$ cat config.mk
export PLATFORM = sky130hd
export DESIGN_NAME = vga_timing_gen
export DESIGN_NICKNAME = d
export VERILOG_FILES = /design/src/rtl/vga_timing_gen.sv
export SDC_FILE = /design/constraint.sdc
export NUM_CORES = 1
export LEC_CHECK = 0
export BUFFER_PORTS_ARGS = -buffer_cell sky130_fd_sc_hd__buf_2
export CORE_AREA = 2 2 55 57
export DETAILED_ROUTE_END_ITERATION = 10
export DIE_AREA = 0 0 57 59
export PLACE_DENSITY = 0.72
export SLEW_MARGIN = 20
export SYNTH_ARGS = -nofsm -noshare
export SYNTH_HDL_FRONTEND = slang
export SYNTH_SLANG_ARGS = --single-unit
export TNS_END_PERCENT = 1
$ cat constraint.sdc
create_clock -name clk_25 -period 3.71 [get_ports clk_25]
set_input_delay 0.1855 -clock clk_25 [delete_from_list [all_inputs] [get_ports clk_25]]
set_output_delay 0.1855 -clock clk_25 [all_outputs]
set_load 0.005 [all_outputs]
$ cat src/rtl/vga_timing_gen.sv
// VGA raster timing generator: column/row counters with registered sync, blanking and
// line/frame start pulses, all aligned to the counter values presented in the same cycle.
module vga_timing_gen #(
    parameter int HVID  = 640,
    parameter int HFP   = 16,
    parameter int HSYNC = 96,
    parameter int HBP   = 48,
    parameter int VVID  = 480,
    parameter int VFP   = 10,
    parameter int VSYNC = 2,
    parameter int VBP   = 33
) (
    input  logic       clk_25,
    input  logic       rst,
    input  logic       en,
    output logic [9:0] horizontal_num,
    output logic [9:0] vertical_num,
    output logic       hsync,
    output logic       vsync,
    output logic       load_enable,
    output logic       line_start,
    output logic       frame_start
);

    localparam int H_TOTAL = HVID + HFP + HSYNC + HBP;
    localparam int V_TOTAL = VVID + VFP + VSYNC + VBP;

    if (H_TOTAL > 1024 || V_TOTAL > 1024) begin : g_total_check
        $error("vga_timing_gen: H_TOTAL/V_TOTAL exceed the 10-bit counter range");
    end

    localparam logic [9:0]  H_LAST   = 10'(H_TOTAL - 1);
    localparam logic [9:0]  V_LAST   = 10'(V_TOTAL - 1);
    // Decode bounds are one bit wider so an end bound of exactly 1024 stays representable.
    localparam logic [10:0] HS_START = 11'(HVID + HFP);
    localparam logic [10:0] HS_END   = 11'(HVID + HFP + HSYNC);
    localparam logic [10:0] VS_START = 11'(VVID + VFP);
    localparam logic [10:0] VS_END   = 11'(VVID + VFP + VSYNC);
    localparam logic [10:0] H_ACT    = 11'(HVID);
    localparam logic [10:0] V_ACT    = 11'(VVID);

    logic [9:0] hCount_q, hCount_d;
    logic [9:0] vCount_q, vCount_d;
    logic       hsync_q, hsync_d;
    logic       vsync_q, vsync_d;
    logic       blank_q, blank_d;
    logic       lineStart_q, lineStart_d;
    logic       frameStart_q, frameStart_d;
    logic       hWrap, vWrap;
    logic [10:0] hExt, vExt;

    // Decoded outputs come from the next counter values so they register alongside them.
    always_comb begin
        hWrap        = (hCount_q == H_LAST);
        vWrap        = (vCount_q == V_LAST);
        hCount_d     = hCount_q;
        vCount_d     = vCount_q;
        lineStart_d  = 1'b0;
        frameStart_d = 1'b0;
        if (en) begin
            if (hWrap) begin
                hCount_d     = '0;
                vCount_d     = vWrap ? '0 : vCount_q + 10'd1;
                lineStart_d  = 1'b1;
                frameStart_d = vWrap;
            end else begin
                hCount_d = hCount_q + 10'd1;
            end
        end
        hExt    = {1'b0, hCount_d};
        vExt    = {1'b0, vCount_d};
        hsync_d = !((hExt >= HS_START) && (hExt < HS_END));
        vsync_d = !((vExt >= VS_START) && (vExt < VS_END));
        blank_d = (hExt >= H_ACT) || (vExt >= V_ACT);
    end

    always_ff @(posedge clk_25 or posedge rst) begin
        if (rst) begin
            hCount_q     <= '0;
            vCount_q     <= '0;
            hsync_q      <= 1'b1;
            vsync_q      <= 1'b1;
            blank_q      <= 1'b0;
            lineStart_q  <= 1'b0;
            frameStart_q <= 1'b0;
        end else begin
            hCount_q     <= hCount_d;
            vCount_q     <= vCount_d;
            hsync_q      <= hsync_d;
            vsync_q      <= vsync_d;
            blank_q      <= blank_d;
            lineStart_q  <= lineStart_d;
            frameStart_q <= frameStart_d;
        end
    end

    assign horizontal_num = hCount_q;
    assign vertical_num   = vCount_q;
    assign hsync          = hsync_q;
    assign vsync          = vsync_q;
    assign load_enable    = blank_q;
    assign line_start     = lineStart_q;
    assign frame_start    = frameStart_q;

endmodule
==> results by stage, run 1 <==
Outcome:
- The run finished with clean final reports.

CTS:
- The tree is rooted in a sky130_fd_sc_hd__clkbuf_4.
- The number of instances resized during post-cts repair is 0.
- The maximum level of the CTS H-tree is 1.
- The setup fix buffers added after clock tree synthesis is 0.
- In this run, post-CTS hold repair placed 0 buffers.
- The tree built by TritonCTS fans out to 25 sinks.
- After clock tree synthesis, the clock-pin slew on the worst setup and hold paths is 130 ps.
- Counting along the longest clock path gives a buffer depth of 2.
- The clock insertion delay at the later pin of the skew report is 310 ps.
- TritonCTS built the clock tree.
- In this run, CTS created clock tree buffers numbering 3.

STA:
- Clock skew on the completed layout was measured at 2.46 ps.
- The slew at the pin with the worst max-slew slack is 926 ps.
- Setup repair after global routing left no endpoint under its margin.
- The total count of max-transition violations in the final report is 0.
- The relative slew slack is 0.382.
- Timing would allow up to 373 MHz.
- The final count of negative-setup-slack endpoints is 0.
- The final total negative setup slack is 0 ps.
- The number of endpoints with negative hold slack in the final report is 0.
- The final period demand of the worst path is 2680 ps.
- Of the available clock period, the critical path in the final layout requires 0.722.

Worst setup path:
- The stage delay of the slowest cell on the critical path is 550 ps.
- The cell count of the worst reg-to-reg path is 6.
- Tracing the worst setup path back leads to its startpoint at horizontal_num[5].
- The startpoint type of the worst setup path is a flip-flop.
- The critical path class is reg2reg.
- For the worst setup path, the data arrival time is 2940 ps.
- The internal reg-to-reg setup slack is 1030 ps.
- Walking the worst path, the cells encountered are or4b_1 > or3_1 > inv_2 > nand2_1 > or3b_1 > a221o_1.
- The reg-to-reg startpoint is horizontal_num[5].
- Along the worst path, the maximum fanout reaches 17.
- STA classifies the critical path endpoint as a flip-flop.
- For this design, the slowest cell found on the critical path is sky130_fd_sc_hd__or4b_1.
- The endpoint of the lowest-slack register-to-register path is vsync.
- The required time of the critical path is 3970 ps.

Synthesis:
- After synthesis, the share of flip-flops with an asynchronous set or reset is 1.00.
- The simple-gate area share of the yosys netlist is 0.272.
- In this run, distinct cell masters in the synthesized netlist total 40.
- Of the total synthesized cell area, the portion taken by full adders, half adders and majority gates is 0.0279.
- During synthesis, Yosys emitted a total of 0 warnings.
- The most common flop cell mapped by yosys is sky130_fd_sc_hd__dfrtp_1.
- The synthesized-area fraction occupied by ao, oa, aoi and oai cells is 0.0959.
- The mean post-synth cell area is 9.60 um^2.
- Of the post-synthesis cell area, the part taken by muxes is 0.0233.
- The cell area after synthesis is 1340 um^2.
- The number of synthesized register bits is 25.
- The synthesized design contains 0 enable-type register cells.
- After synthesis, the largest family of logic cells by area is simple AND/OR/NAND/NOR gates.
- The cell count after synthesis is 140.
- The synthesized-area fraction occupied by xor and xnor cells is 0.0782.
- The number of nets in the synthesized netlist is 146.
- The sequential fraction of the synthesis area is 0.467.

Power:
- The power consumption is 0.000631 W.
- For this design the static power due to leakage is 0.711 nW.
- VDD sags by at most 0.325 mV.
- In this run the power density over the cells is 413 nW/um^2.

Routing:
- The count of routing violations after the opening detailed-route iteration is 44.
- The number of routed nets with antenna violations is 0.
- The total detailed-routing wirelength is 2800 um.
- After detailed routing, the number of vias per cell comes to 5.63.
- The DRC violation count after routing is 0.
- The number of vias in the routed layout is 1,110.
- The first TritonRoute pass finished after 4 iterations.
- In the final routed layout, each cell accounts on average for 14.2 um.

Placement:
- The cell area after placement is 1500 um^2.
- Input and output buffers added on the ports amount to 27.
- Detailed placement finished with a half-perimeter wire length of 2110 um.
- Routability-driven placement finished with a final weighted congestion of 0.889.

Global routing:
- The via count of the first global-routing pass was 1,034.
- The aggregate global routing overflow is 0.
- Across every metal layer, demand over resource in global routing totals 0.181.
- The number of antenna violations at the first check in global routing is 0.
- The pin count of the biggest net entering global routing is 26.
- The first global-routing pass estimated 4730 um of wire.

Cells and area:
- The post-synthesis to final-layout area growth is 13.7%.
- In the final layout, the share of cells above drive strength 1 is 0.235.
- 0 antenna diodes ended up in the layout.
- Once layout is complete, the utilization of the core stands at 0.564.
- The net count of the finished layout is 173.
- The final non-filler cell area is 1530 um^2.
- The layout has 268 filler cells.
- In the layout the commonest cells are sky130_fd_sc_hd__buf_2 (27), sky130_fd_sc_hd__dfrtp_1 (23), sky130_fd_sc_hd__nor2_1 (18), sky130_fd_sc_hd__nand2_1 (9), sky130_fd_sc_hd__xnor2_1 (9).
- The most common cell after layout, fill and taps aside is sky130_fd_sc_hd__buf_2.

Floorplan:
- During I/O placement, the number of pins put on the boundary was 28.
- The standard-cell row count is 19.
- From bottom edge to top edge, the die measures 59 um.
- The die is 57 um wide.
- The core region is 2710 um^2.
- The area enclosed by the die boundary is 3360 um^2.
- The initial utilization of the core area, before any placement, comes to 0.496.

Hold path:
- The worst hold path belongs to the class in2async.

Run:
- Max-cap violations in this run came to 0.
## worst max path at each step
stage,end,cells after the start,slack [ps]
after floorplan,load_enable,7,1280
after global placement,vsync,6,1120
after detailed placement,vsync,6,1040
after CTS,vsync,6,1020
after global routing,vsync,7,850
final,vsync,6,1030
## metal layers
layer / routed length [um] / track usage / vias to the layer above
met1: 1270 / 0.234 / 529
met5: 0 / 0 / -
met2: 1390 / 0.309 / 29
met4: 37 / 0.0797 / 0
met3: 109 / 0.0197 / 5
li1: - / - / 547
## final cells by class
| cell class | count | area (um^2) | share of cell area |
|---|---|---|---|
| sequential | 25 | 628 | 0.411 |
| tap | 31 | 38.8 | 0.0254 |
| timing repair buffer | 28 | 143 | 0.0934 |
| clock buffer | 3 | 22.5 | 0.0147 |
| clock inverter | 1 | 5.00 | 0.00328 |
| inverter | 6 | 22.5 | 0.0147 |
| multi-input combinational | 103 | 668 | 0.437 |
## power by group
| part | leakage (nW) | total [W] | switching, W | internal, W |
|---|---|---|---|---|
| clock network | 0.0177 | 0.000120 | 0.0000799 | 0.0000404 |
| registers | 0.325 | 0.000360 | 0.0000505 | 0.000310 |
| logic | 0.368 | 0.000151 | 0.0000767 | 0.0000741 |
## worst max-delay path: cells and delay by family (launching register included)
family / cells / cell delay [ps]
AO/OA/AOI/OAI: 1 / 350
buffers and inverters: 1 / 260
flip-flops: 1 / 450
AND/OR/NAND/NOR: 4 / 1560
## state kept, by name, summed over array words and instances, names as in the netlist
name / flops
hsync: 1
horizontal_num: 10
vsync: 1
line_start: 1
load_enable: 1
frame_start: 1
vertical_num: 10
## cells in the mapped netlist, types with 2 or more instances
| cell | number | area [um^2] |
|---|---|---|
| sky130_fd_sc_hd__nand3_1 | 6 | 30.0 |
| sky130_fd_sc_hd__mux2i_1 | 2 | 20.0 |
| sky130_fd_sc_hd__buf_2 | 2 | 10.0 |
| sky130_fd_sc_hd__a21oi_1 | 4 | 20.0 |
| sky130_fd_sc_hd__or4b_1 | 2 | 20.0 |
| sky130_fd_sc_hd__nor2_1 | 18 | 67.6 |
| sky130_fd_sc_hd__and3_1 | 2 | 12.5 |
| sky130_fd_sc_hd__nor3_1 | 3 | 15.0 |
| sky130_fd_sc_hd__clkbuf_1 | 4 | 15.0 |
| sky130_fd_sc_hd__dfstp_2 | 2 | 52.6 |
| sky130_fd_sc_hd__dfrtp_1 | 23 | 576 |
| sky130_fd_sc_hd__inv_1 | 5 | 18.8 |
| sky130_fd_sc_hd__o21ai_0 | 8 | 40.0 |
| sky130_fd_sc_hd__xnor2_1 | 9 | 78.8 |
| sky130_fd_sc_hd__nand4_1 | 6 | 37.5 |
| sky130_fd_sc_hd__nand3b_1 | 2 | 15.0 |
| sky130_fd_sc_hd__xor2_1 | 3 | 26.3 |
| sky130_fd_sc_hd__nand2_1 | 9 | 33.8 |
| sky130_fd_sc_hd__and2_1 | 4 | 25.0 |
| sky130_fd_sc_hd__or3_1 | 3 | 18.8 |
| sky130_fd_sc_hd__nand4b_1 | 2 | 17.5 |
| sky130_fd_sc_hd__ha_1 | 3 | 37.5 |
## metrics by stage
step | worst slack (ps) | hold WS (ps) | cells
2_1_floorplan | 1280 | 211 | 140
3_3_place_gp | 1120 | 417 | 193
6_report | 1030 | 47.4 | 197
5_1_grt | 847 | 124 | 197
4_1_cts | 1020 | 88.5 | 197
3_5_place_dp | 1040 | 450 | 193
## cell families after synthesis
family	after synthesis
and+or+nand+nor	65
DFF	25
adders and majority gates	3
buffers and inverters	12
muxes	3
AOI/OAI and AO/OA	20
xor gates and xnor gates	12
(Power assumes the default switching activity.)
==> run 2: changes to the inputs <==
--- a/config.mk
+++ b/config.mk
@@ -5,11 +5,12 @@
 export SDC_FILE = /design/constraint.sdc
 export NUM_CORES = 1
 export LEC_CHECK = 0
+export ABC_AREA = 1
 export BUFFER_PORTS_ARGS = -buffer_cell sky130_fd_sc_hd__buf_2
-export CORE_AREA = 2 2 55 57
+export CORE_AREA = 2 2 59 61
 export DETAILED_ROUTE_END_ITERATION = 10
-export DIE_AREA = 0 0 57 59
-export PLACE_DENSITY = 0.72
+export DIE_AREA = 0 0 61 63
+export PLACE_DENSITY = 0.71
 export SLEW_MARGIN = 20
 export SYNTH_ARGS = -nofsm -noshare
 export SYNTH_HDL_FRONTEND = slang
==> constraint.sdc (replaced) <==
create_clock -name clk_25 -period 2.6 [get_ports clk_25]
set_input_delay 0.13 -clock clk_25 [delete_from_list [all_inputs] [get_ports clk_25]]
set_output_delay 0.13 -clock clk_25 [all_outputs]
set_load 0.005 [all_outputs]
==> results by stage, run 2 <==
Outcome:
- The run finished, with violations left.
- The final reports fail on negative hold slack.

Power:
- The power share of the sequential group came to 0.554 (-0.017).
- The cell internal power dissipation is 0.000585 W (+38%).
- The part of the power in the clock network is 0.200 (+0.010).
- The relative contribution of combinational cells to total power is 0.246 (+0.007).
- The peak supply drop is 0.254 mV (-22%).
- The net switching power came to 0.000312 W (+51%).
- The leakage power is 0.971 nW (+37%).
- The power density relative to cell area came to 511 nW/um^2 (+24%).
- The proportion of total power due to net switching came to 0.348 (+0.0195).

Worst setup path:
- The maximum fanout along the worst path is 8 (-9).
- The critical path data arrival time is 2100 ps (-840 ps).
- Traced cell by cell, the critical path runs through ha_1 > nand2_1 > nor2_2 > nand3_4 > nor2_1 > nand4_1 > nand3_1 > nand2_1 > nor2_1 > nand2_1.
- The buffering stage count on the worst path with inverters included came to 0 (-1).
- The kind of cell with the highest combined delay on the critical path is simple AND/OR/NAND/NOR gates.
- The required time of the critical path is 2840 ps (-1130 ps).
- The stage delay of the slowest cell on the critical path came to 440 ps (-110 ps).
- The cell seen most often among critical-path stages is sky130_fd_sc_hd__nand2_1.
- The internal reg-to-reg setup slack was 740 ps (-290 ps).
- The critical path capture point type is a flip-flop.
- The critical path class is reg2reg.
- The startpoint type of the worst setup path is a flip-flop.
- The slowest cell on the critical path is sky130_fd_sc_hd__dfrtp_1.

STA:
- The number of endpoints with negative hold slack in the final report is 23 (+23).
- The slew at the pin with the worst max-slew slack is 919 ps (-6.33 ps).
- Setup repair after global routing left no endpoint under its margin.
- The final period demand of the worst path is 1860 ps (-816 ps).
- The total count of max-transition violations in the final report was 0 (unchanged).
- The relative slew slack is 0.386 (+0.00422).
- The worst hold margin was -26.6 ps (-74.1 ps).
- The upper clock frequency limit was 537 MHz (+44%).
- The clock tree skew after final layout came to 2.31 ps (-0.147 ps).
- The post-route clock period utilization is 0.716 (-0.00570).
- The final count of negative-setup-slack endpoints is 0 (unchanged).
- The final total negative setup slack is 0 ps (unchanged).

Placement:
- The quantity of I/O buffers inserted on ports is 27 (unchanged).
- The final RePlAce weighted congestion came to 0.977 (+9.9%).
- The final HPWL from detailed placement came to 2680 um (+27%).
- The post-placement cell count is 292 (+51%).
- The cell area after placement came to 1730 um^2 (+15%).

Floorplan:
- The area enclosed by the die boundary was 3840 um^2 (+14%).
- The die span in y is 63 um (+6.8%).
- The total core area is 3230 um^2 (+19%).
- The standard-cell row count is 21 (+2).
- The number of placed I/O pins is 28 (unchanged).
- The width of the die is 61 um (+7.0%).
- The starting utilization of the core area was 0.476 (-0.0197).

Synthesis:
- The cell area after synthesis is 1540 um^2 (+15%).
- The sequential fraction of the synthesis area was 0.408 (-0.0593).
- After synthesis, the most frequently instantiated cells are sky130_fd_sc_hd__nand2_1 (64), sky130_fd_sc_hd__inv_1 (40), sky130_fd_sc_hd__nor2_1 (29), sky130_fd_sc_hd__dfrtp_1 (23), sky130_fd_sc_hd__nand3_1 (18).
- The share of flip-flops with an asynchronous set or reset after synthesis is 1.00 (unchanged).
- The Yosys warning count was 0 (unchanged).
- The mean post-synth cell area is 7.00 um^2 (-27%).
- The share of the synthesized area in the top cell type is 0.374 (-0.0543).
- In the post-synthesis netlist, the cell with the most instances is sky130_fd_sc_hd__nand2_1.
- The number of synthesized flops with an enable pin is 0 (unchanged).
- After synthesis, the cell types taking the most area are sky130_fd_sc_hd__dfrtp_1 (37%), sky130_fd_sc_hd__nand2_1 (16%), sky130_fd_sc_hd__inv_1 (9.8%).
- The number of synthesized register bits is 25 (unchanged).
- The number of nets in the synthesized netlist is 226 (+55%).
- The leading area contributor after synthesis is sky130_fd_sc_hd__dfrtp_1.
- The cell count after synthesis is 220 (+57%).
- The most common flop cell mapped by yosys is sky130_fd_sc_hd__dfrtp_1.
- The number of unique standard cell types used by synthesis was 27 (-33%).

Routing:
- The mean number of vias per cell was 4.81 (-15%).
- The number of vias in the routed layout came to 1,424 (+28%).
- The DRC violation count after routing came to 0 (unchanged).
- The number of routed nets with antenna violations was 0 (unchanged).
- The routed length per placed instance is 11.6 um (-19%).
- The total detailed-routing wirelength is 3430 um (+22%).
- The number of optimization iterations in the first detailed-route pass was 4 (unchanged).
- The count of routing violations after the opening detailed-route iteration is 67 (+52%).

Global routing:
- The aggregate global routing overflow is 0 (unchanged).
- The number of antenna violations at the first check in global routing is 0 (unchanged).
- The pin count of the biggest net entering global routing came to 26 (unchanged).
- The first-pass GRT wire length is 5820 um (+23%).
- The global router's overall resource usage was 0.203 (+0.0226).
- The via count of the first global-routing pass came to 1,355 (+31%).

Cells and area:
- The library cell used most frequently in the layout, excluding fill and tap cells, is sky130_fd_sc_hd__nand2_1.
- The proportion of layout cells with a drive suffix above 1 is 0.184 (-0.0509).
- The non-filler instance count after layout is 296 (+50%).
- The post-synthesis to final-layout area growth is 14.0%.
- The final non-filler cell area is 1750 um^2 (+15%).
- The number of nets in the finished design was 257 (+49%).
- The library cells used most frequently in the layout, excluding fill and tap cells, are sky130_fd_sc_hd__nand2_1 (64), sky130_fd_sc_hd__inv_1 (40), sky130_fd_sc_hd__nor2_1 (29), sky130_fd_sc_hd__buf_2 (27), sky130_fd_sc_hd__dfrtp_1 (23).
- The number of antenna diodes came to 0 (unchanged).

CTS:
- The maximum level of the CTS H-tree is 1 (unchanged).
- The TritonCTS clock tree is done.
- The clock slew at the register clock pins of the worst setup and hold paths is 130 ps (about the same).
- The setup fix buffers added after clock tree synthesis is 0 (unchanged).
- The number of clock buffers inserted by TritonCTS is 3 (unchanged).
- The number of buffers on the longest clock path is 2 (unchanged).
- The root buffer selected by CTS is sky130_fd_sc_hd__clkbuf_4.
- The count of hold buffers inserted by post-cts repair is 0 (unchanged).
- The clock insertion delay at the later pin of the skew report is 330 ps (+20 ps).
- The number of instances resized during post-cts repair is 0 (unchanged).
- The TritonCTS sink count is 25 (unchanged).

Run:
- The number of max-capacitance violations reported was 0 (unchanged).

Hold path:
- The path type of the worst min-delay path is in2async.
-- run 2: cell count changes in the layout (fill, tap and decap cells not counted), sizes merged, moves of 3 or more --
cell,delta
and2,-4
inv,+37
nand2,+57
nand3,+13
nor2,+17
o21ai,-3
or3,-3
xnor2,-7
-- run 2: area by class of cell --
class | count | area [um^2]
repair buffers | 27 | 135
fillers | 347 | 1480
flip-flops and latches | 25 | 628
clock buffers | 4 | 26.3
inverters | 43 | 161
multi-input cells | 151 | 746
well taps | 46 | 57.6
-- run 2: worst reg2reg max path: stages, from the launching register on --
cell and delay [ps]:
sky130_fd_sc_hd__dfrtp_1 440, sky130_fd_sc_hd__ha_1 260, sky130_fd_sc_hd__nand2_1 90, sky130_fd_sc_hd__nor2_2 170, sky130_fd_sc_hd__nand3_4 150, sky130_fd_sc_hd__nor2_1 150, sky130_fd_sc_hd__nand4_1 130, sky130_fd_sc_hd__nand3_1 170
sky130_fd_sc_hd__nand2_1 60, sky130_fd_sc_hd__nor2_1 100, sky130_fd_sc_hd__nand2_1 50
-- run 2: kinds of logic after synthesis --
group,synth area share
flip-flops,0.408
XOR/XNOR,0.0228
AND/OR/NAND/NOR,0.397
buffers and inverters,0.107
adder cells (fa/ha/maj),0.0244
AO/OA/AOI/OAI,0.0407
-- run 2: per-layer routing --
metal	track usage	wire length [um]
met5	0	0
met4	0.106	78
met3	0.0186	116
met2	0.313	1580
met1	0.276	1660
-- run 2: per-stage QoR --
stage	setup WS [ps]	power, W	utilization
final	738	0.000897	0.543
after global routing	519	0.000971	0.543
after CTS	734	0.000906	0.543
after detailed placement	783	0.000727	0.535
after global placement	733	0.000722	0.535
after floorplan	970	0.000641	-
-- run 2: path summary, 6_finish.rpt --
| check | from | end | cells past startpoint |
|---|---|---|---|
| setup / recovery | horizontal_num[0] | load_enable | 10 |
| hold / removal | rst | horizontal_num[0] | 2 |
| setup reg to reg | horizontal_num[0] | load_enable | 10 |
| hold reg to reg | horizontal_num[4] | horizontal_num[4] | 1 |
| max in group asynchronous | rst | frame_start | 2 |
| min in group clk_25 | en | horizontal_num[2] | 4 |
-- run 2: power groups by stage --
stage	combinational, W	clock [W]	sequential [W]
final	0.000220	0.000180	0.000497
after global routing	0.000253	0.000209	0.000509
after CTS	0.000222	0.000185	0.000499
after detailed placement	0.000220	0	0.000506
after global placement	0.000218	0	0.000504
after floorplan	0.000142	0	0.000499
